File: src/rtl/if_stage.sv
// Instruction fetch stage: issues credit-limited fetches to instruction memory,
// buffers in-order responses for decode, and squashes stale fetches on a jump.
module if_stage #(
    parameter int XLEN  = 32,
    parameter int DEPTH = 2
) (
    input  logic            clk,
    input  logic            rst,
    input  logic [XLEN-1:0] pc_in,
    input  logic            jump,
    output logic            pause,
    output logic            imem_req_valid,
    output logic [XLEN-1:0] imem_req_addr,
    input  logic            imem_req_ready,
    input  logic            imem_resp_valid,
    input  logic [31:0]     imem_resp_data,
    output logic            id_valid,
    output logic [31:0]     id_inst,
    output logic [XLEN-1:0] id_pc,
    input  logic            id_ready
);

    localparam int CW = $clog2(DEPTH + 1);
    localparam int PW = $clog2(DEPTH);
    localparam logic [CW-1:0] DEPTH_C = CW'(DEPTH);
    localparam logic [CW-1:0] ONE_C   = CW'(1);
    localparam logic [PW-1:0] PONE_C  = PW'(1);

    logic [CW-1:0] inFlight_q, inFlight_d;
    logic [CW-1:0] count_q, count_d;
    logic [CW-1:0] dropCnt_q, dropCnt_d;
    logic [PW-1:0] aqWr_q, aqWr_d, aqRd_q, aqRd_d;
    logic [PW-1:0] bufWr_q, bufWr_d, bufRd_q, bufRd_d;

    logic [XLEN-1:0] aqMem [DEPTH];
    logic [XLEN-1:0] bufPc [DEPTH];
    logic [31:0]     bufInst [DEPTH];

    logic [CW:0] creditUsed;
    logic        fire;
    logic        respAccept;
    logic        respKeep;
    logic        idPop;

    // Every outstanding fetch owns a buffer slot, so a kept response can never overflow.
    assign creditUsed     = {1'b0, inFlight_q} + {1'b0, count_q};
    assign imem_req_valid = !jump && (creditUsed < {1'b0, DEPTH_C});
    assign imem_req_addr  = pc_in;
    assign fire           = imem_req_valid && imem_req_ready;
    assign pause          = !jump && !fire;

    assign respAccept = imem_resp_valid && (inFlight_q != '0);
    assign respKeep   = respAccept && (dropCnt_q == '0) && !jump;

    assign id_valid = (count_q != '0) && !jump;
    assign id_inst  = bufInst[bufRd_q];
    assign id_pc    = bufPc[bufRd_q];
    assign idPop    = id_valid && id_ready;

    always_comb begin
        inFlight_d = inFlight_q;
        dropCnt_d  = dropCnt_q;
        count_d    = count_q;
        aqWr_d     = aqWr_q;
        aqRd_d     = aqRd_q;
        bufWr_d    = bufWr_q;
        bufRd_d    = bufRd_q;

        if (fire && !respAccept) begin
            inFlight_d = inFlight_q + ONE_C;
        end else if (!fire && respAccept) begin
            inFlight_d = inFlight_q - ONE_C;
        end

        if (fire) begin
            aqWr_d = aqWr_q + PONE_C;
        end
        if (respAccept) begin
            aqRd_d = aqRd_q + PONE_C;
        end

        // A jump marks every fetch still outstanding after this cycle as stale.
        if (jump) begin
            dropCnt_d = respAccept ? (inFlight_q - ONE_C) : inFlight_q;
            count_d   = '0;
            bufWr_d   = '0;
            bufRd_d   = '0;
        end else begin
            if (respAccept && (dropCnt_q != '0)) begin
                dropCnt_d = dropCnt_q - ONE_C;
            end
            if (respKeep && !idPop) begin
                count_d = count_q + ONE_C;
            end else if (!respKeep && idPop) begin
                count_d = count_q - ONE_C;
            end
            if (respKeep) begin
                bufWr_d = bufWr_q + PONE_C;
            end
            if (idPop) begin
                bufRd_d = bufRd_q + PONE_C;
            end
        end
    end

    always_ff @(posedge clk or posedge rst) begin
        if (rst) begin
            inFlight_q <= '0;
            dropCnt_q  <= '0;
            count_q    <= '0;
            aqWr_q     <= '0;
            aqRd_q     <= '0;
            bufWr_q    <= '0;
            bufRd_q    <= '0;
        end else begin
            inFlight_q <= inFlight_d;
            dropCnt_q  <= dropCnt_d;
            count_q    <= count_d;
            aqWr_q     <= aqWr_d;
            aqRd_q     <= aqRd_d;
            bufWr_q    <= bufWr_d;
            bufRd_q    <= bufRd_d;
        end
    end

    // Storage arrays need no reset; occupancy is tracked by the counters above.
    always_ff @(posedge clk) begin
        if (fire) begin
            aqMem[aqWr_q] <= pc_in;
        end
        if (respKeep) begin
            bufInst[bufWr_q] <= imem_resp_data;
            bufPc[bufWr_q]   <= aqMem[aqRd_q];
        end
    end

endmodule

File: config.mk
export PLATFORM = sky130hd
export DESIGN_NAME = if_stage
export DESIGN_NICKNAME = d
export VERILOG_FILES = /design/src/rtl/if_stage.sv
export SDC_FILE = /design/constraint.sdc
export NUM_CORES = 1
export LEC_CHECK = 0
export CAP_MARGIN = 20
export CORE_ASPECT_RATIO = 0.8
export CORE_MARGIN = 2
export CORE_UTILIZATION = 45
export CTS_BUF_LIST = sky130_fd_sc_hd__clkbuf_4 sky130_fd_sc_hd__clkbuf_8
export CTS_CLUSTER_SIZE = 24
export DETAILED_ROUTE_END_ITERATION = 8
export PLACE_DENSITY = 0.79
export SYNTH_ARGS = -nofsm -noshare
export SYNTH_HDL_FRONTEND = slang
export SYNTH_SLANG_ARGS = --single-unit
File: constraint.sdc
create_clock -name clk -period 9.6 [get_ports clk]
set_input_delay 1.92 -clock clk [delete_from_list [all_inputs] [get_ports clk]]
set_output_delay 1.92 -clock clk [all_outputs]
set_load 0.05 [all_outputs]
### Word level (Yosys, flattened, before mapping)

Memory sizes are Yosys's and may differ from the RTL's.
Cells that the tools add are included.

* reductions and logical operators: 27
* add/sub/neg operators: 10
* $lt $le $gt $ge: 1
* multiplexer cells: 16

Operators by type and width (number)
* $mux W2: 8
* $reduce_bool A2 Y1: 7
* $logic_and A1 B1 Y1: 13
* $mux W1: 8
* $sub A2 B1 Y2 const B: 3
* $logic_not A1 Y1: 5
* $add A1 B1 Y1 const B: 4
* $add A2 B1 Y2 const B: 2
* $add A2 B2 Y3: 1
* $lt A3 B2 Y1 const B: 1
* $reduce_bool A3 Y1: 1
* $logic_not A2 Y1: 1

* memory bits (writable): 192
* flip-flop bits (word level): 10
* memories kept: 3
* output and inout bits: 99
* input port bits: 70
* logic and storage cells: 64

Memories
* aqMem: depth 2, bits a word 32, rd ports 1, clocked after Yosys merged registers in 0, write ports 1, line 35 `logic [XLEN-1:0] aqMem [DEPTH];`
* bufInst: depth 2, bits a word 32, rd ports 1, clocked after Yosys merged registers in 0, write ports 1, line 37 `logic [31:0] bufInst [DEPTH];`
* bufPc: depth 2, bits a word 32, rd ports 1, clocked after Yosys merged registers in 0, write ports 1, line 36 `logic [XLEN-1:0] bufPc [DEPTH];`

### Longest topological paths before layout

* word-level depth: 9
* mapped depth: 8
* depth with buffers taken out: 8

### Worst setup path before layout

OpenSTA, ideal clock, no wires.

* path kind: input port to output port
* start point: in jump
* end point: out pause
* arrival: 3.691 ns
* stages: 4
* buffers on the path: 0
* slack: 3.989 ns
* required time: 7.680 ns
* cells stage by stage: nor3_1 -> nand2_1 -> inv_1 -> nor2_1

* word-level cells in the longest chain between the ends: 5

Ends and longest elaborated chain
* from (decl): line 10 `input logic jump,`
* $logic_not A1 Y1: line 47 `assign imem_req_valid = !jump && (creditUsed < {1'b0, DEPTH_C});`
* $logic_and A1 B1 Y1: line 47
* $logic_and A1 B1 Y1: line 49 `assign fire = imem_req_valid && imem_req_ready;`
* named net fire: line 40 `logic fire;`
* $logic_not A1 Y1: line 50 `assign pause = !jump && !fire;`
* $logic_and A1 B1 Y1: line 50
* to (decl): line 11 `output logic pause,`

The timed path passes the listed nets, and every way through them passes these cells.

### Final worst setup path

Ends and elaborated chain as after synthesis.

==> metrics.md <==
| Metric | Value |
|---|---|
| CP dominant cell by count | clkdlybuf4s50_1 |
| Normalized max-slew margin | 29.7% |
| Root Buffer | clkbuf_8 |
| Yosys warnings | 0 |
| Dominant synthesized flop cell | edfxtp_1 |
| Hold Crit Start | inFlight_q[0] |
| Area of the multi-input gates | 0.00144 mm^2 |
| Critical path class | in2out |
| CP max stage delay | 700 ps |
| Largest net degree at the start of global routing | 46 |
| Most common cell after layout, fill and taps aside | edfxtp_1 |
| Num ports | 169 |
| Row cnt | 42 |
| Count of final setup violators | 0 |
| Number of max-cap violations | 0 |
| Synth Register Bits | 202 |
| GR Util met1 | 18.1% |
| DRC violations left | 0 |
| R2r setup slk | 6700 ps |
| Longest Clk Path Bufs | 3 |
| Iteration-0 DRC Markers | 188 |
| CTS tree | yes |
| Min-delay worst type | reg2reg |
| CP Max Fanout | 6 |
| Required time worst endpoint | 7680 ps |
| Design Power | 2.38 mW |
| Routed vias | 3904 |
| Final cycle utilization of the critical path | 60.4% |
| Sequential cell area fraction in the yosys report | 77.3% |
| Hold Vio Cnt, Final | 0 |
| Die width | 151 um |
| Post-synth EDFFs | 192 |
| Via density per instance | 4.88 |
| Crit-path cells | clkdlybuf4s50_1 > nor3_1 > nand2_1 > inv_1 > nor2_1 > clkdlybuf4s50_1 |
| CTS Hold Bufs | 0 |
| Hold Crit Depth | 1 |
| Syn Nets | 469 |
| Per-cell routed wire length | 17.3 um |
| Final setup margin | 3800 ps |
| Worst skew pair latency | 500 ps |
| Layer with the highest usage | met2 |
| FILL cells | 1198 |
| Power Density | 236 mW/mm^2 |
| Worst R2R Path Depth | 6 |
| CTS sink cnt | 202 |
| CTS-repair resized insts | 0 |
| Global routing usage on met3 | 4.64% |
| Worst EP arrival | 3880 ps |
| Antenna violations before repair | 0 |
| Leakage | 3.41 nW |
| Placed cells | 743 |
| Final cell utilization of the core | 60.5% |
| CTS H-tree lvls | 2 |
| Antenna-violating nets left | 0 |
| DR pass1 iterations | 4 |
| Storage cell area | 0.00602 mm^2 |
| Max Slew Vio Count | 0 |
| Hold WS | 546 ps |
| Die ar. | 0.0184 mm^2 |
| Met2 usage in global routing | 26.0% |
| DIE HEIGHT | 122 um |
| Setup bufs post-CTS | 0 |
| Tmin final | 5800 ps |
| Max Clock Freq | 173 MHz |
| GRT Overall Usage | 15.2% |
| Worst-case vdd ir drop | 0.190 mV |
| Hold endpoint | inFlight_q[0] |
| Port Buf Inserts | 168 |
| Inserted Clock Buffers | 34 |
| Yosys cell types | 25 |
| Critical Path Start Type | input port |
| DP Wirelength | 8750 um |
| Routability congestion estimate | 0.732 |
| Synthesized area | 0.00778 mm^2 |
| CP max-delay cell | clkdlybuf4s50_1 |
| Worst setup EP type | output port |
| Finished Cell Area | 0.0101 mm^2 |
| Final WL | 13900 um |
| Post-Syn Area per Cell | 19.7 um^2 |
| Worst slew pin tran | 1050 ps |
| Reg2reg start | inFlight_q[0] |
| RSZ-0062 raised after global routing | no |
| First-pass GRT wire length | 21100 um |
| Pre-CTS setup slack | 3810 ps |
| Area leader, netlist | edfxtp_1 |
| Share of the synthesized area in the top cell type | 74.1% |
| Placed cell area | 0.00948 mm^2 |
| Clock skew | 9.84 ps |
| Ys async rst share | 4.95% |
| Clock Pin Slew Worst Setup and Hold Paths | 60 ps |
| R2r endpoint | bufInst[1][25] |
| # diodes | 0 |
| Initial Utilization | 46.6% |
| Post-route insts no fill | 800 |
| Area Growth Syn to Fin | 29.8% |
| Final net count | 633 |
| Top cells by area, synth | edfxtp_1 74%, mux2_2 14%, buf_4 3.6% |
| Grt ovf | 0 |
| Most frequent cells in the layout | 192 x edfxtp_1, 168 x clkdlybuf4s50_1, 97 x mux2_2, 37 x clkbuf_8, 10 x inv_1 |
| Status | finished clean |
| Vias in the first global route | 4162 |
| Share of layout cells above drive strength 1 | 27.2% |
| Core Region | 0.0167 mm^2 |
| Syn Inst Count | 395 |
| TNS Setup | 0 ps |
-- kinds of logic (layout without fill, tap and decap cells) --
family / Yosys count / count (layout) / synth area share, %
AOI/OAI and AO/OA: 5 / 5 / 0.418
xor gates and xnor gates: 8 / 8 / 0.901
adders and majority gates: 4 / 4 / 0.740
buffers and inverters: 53 / 238 / 4.44
DFF: 202 / 202 / 77.3
muxes: 102 / 102 / 14.7
and+or+nand+nor: 21 / 21 / 1.50
-- worst max path at each step --
stage                     from     to  depth (start not counted)
after global placement    jump  pause                          6
after global routing      jump  pause                          6
after floorplan           jump  pause                          4
after detailed placement  jump  pause                          6
final                     jump  pause                          6
after CTS                 jump  pause                          6
-- where the power goes --
group	switching [mW]	internal (mW)
logic	0.313	0.230
registers	0.0595	1.08
clock network	0.315	0.384
total	0.687	1.70
-- flip-flops by register name (all words and copies together) (netlist names) --
signal and flops:
bufWr_q 1, dropCnt_q 2, inFlight_q 2, bufPc 64, aqRd_q 1, bufRd_q 1
count_q 2, aqMem 64, aqWr_q 1, bufInst 64
-- Yosys cell counts, types with 2 or more instances --
| library cell | instances |
|---|---|
| inv_1 | 10 |
| mux2i_1 | 4 |
| buf_4 | 37 |
| xor2_1 | 2 |
| dfrtp_1 | 10 |
| nor2_1 | 8 |
| buf_2 | 6 |
| nand2_1 | 4 |
| mux2_2 | 97 |
| o21ai_0 | 3 |
| ha_1 | 3 |
| xnor2_1 | 6 |
| edfxtp_1 | 192 |
| nand3b_1 | 2 |
-- per-layer routing --
layer	share of wire (%)	up-vias
met5	0	-
met3	7.7	29
met2	48	142
met1	42	1922
met4	2.2	0
li1	-	1811
-- worst max-delay path, delay by kind of cell --
family / cells / cell delay [ps]
buf+inv: 3 / 1340
simple gates: 3 / 610
-- area by class of cell --
type                    instances  area share, %
flip-flops and latches        202           59.6
repair buffers                171           16.9
multi-input cells             140           14.3
clock buffers                  45           5.64
well taps                     220           2.72
clock inverters                12          0.533
inverters                      10          0.372
No activity file was read; power rests on OpenSTA's default activity.
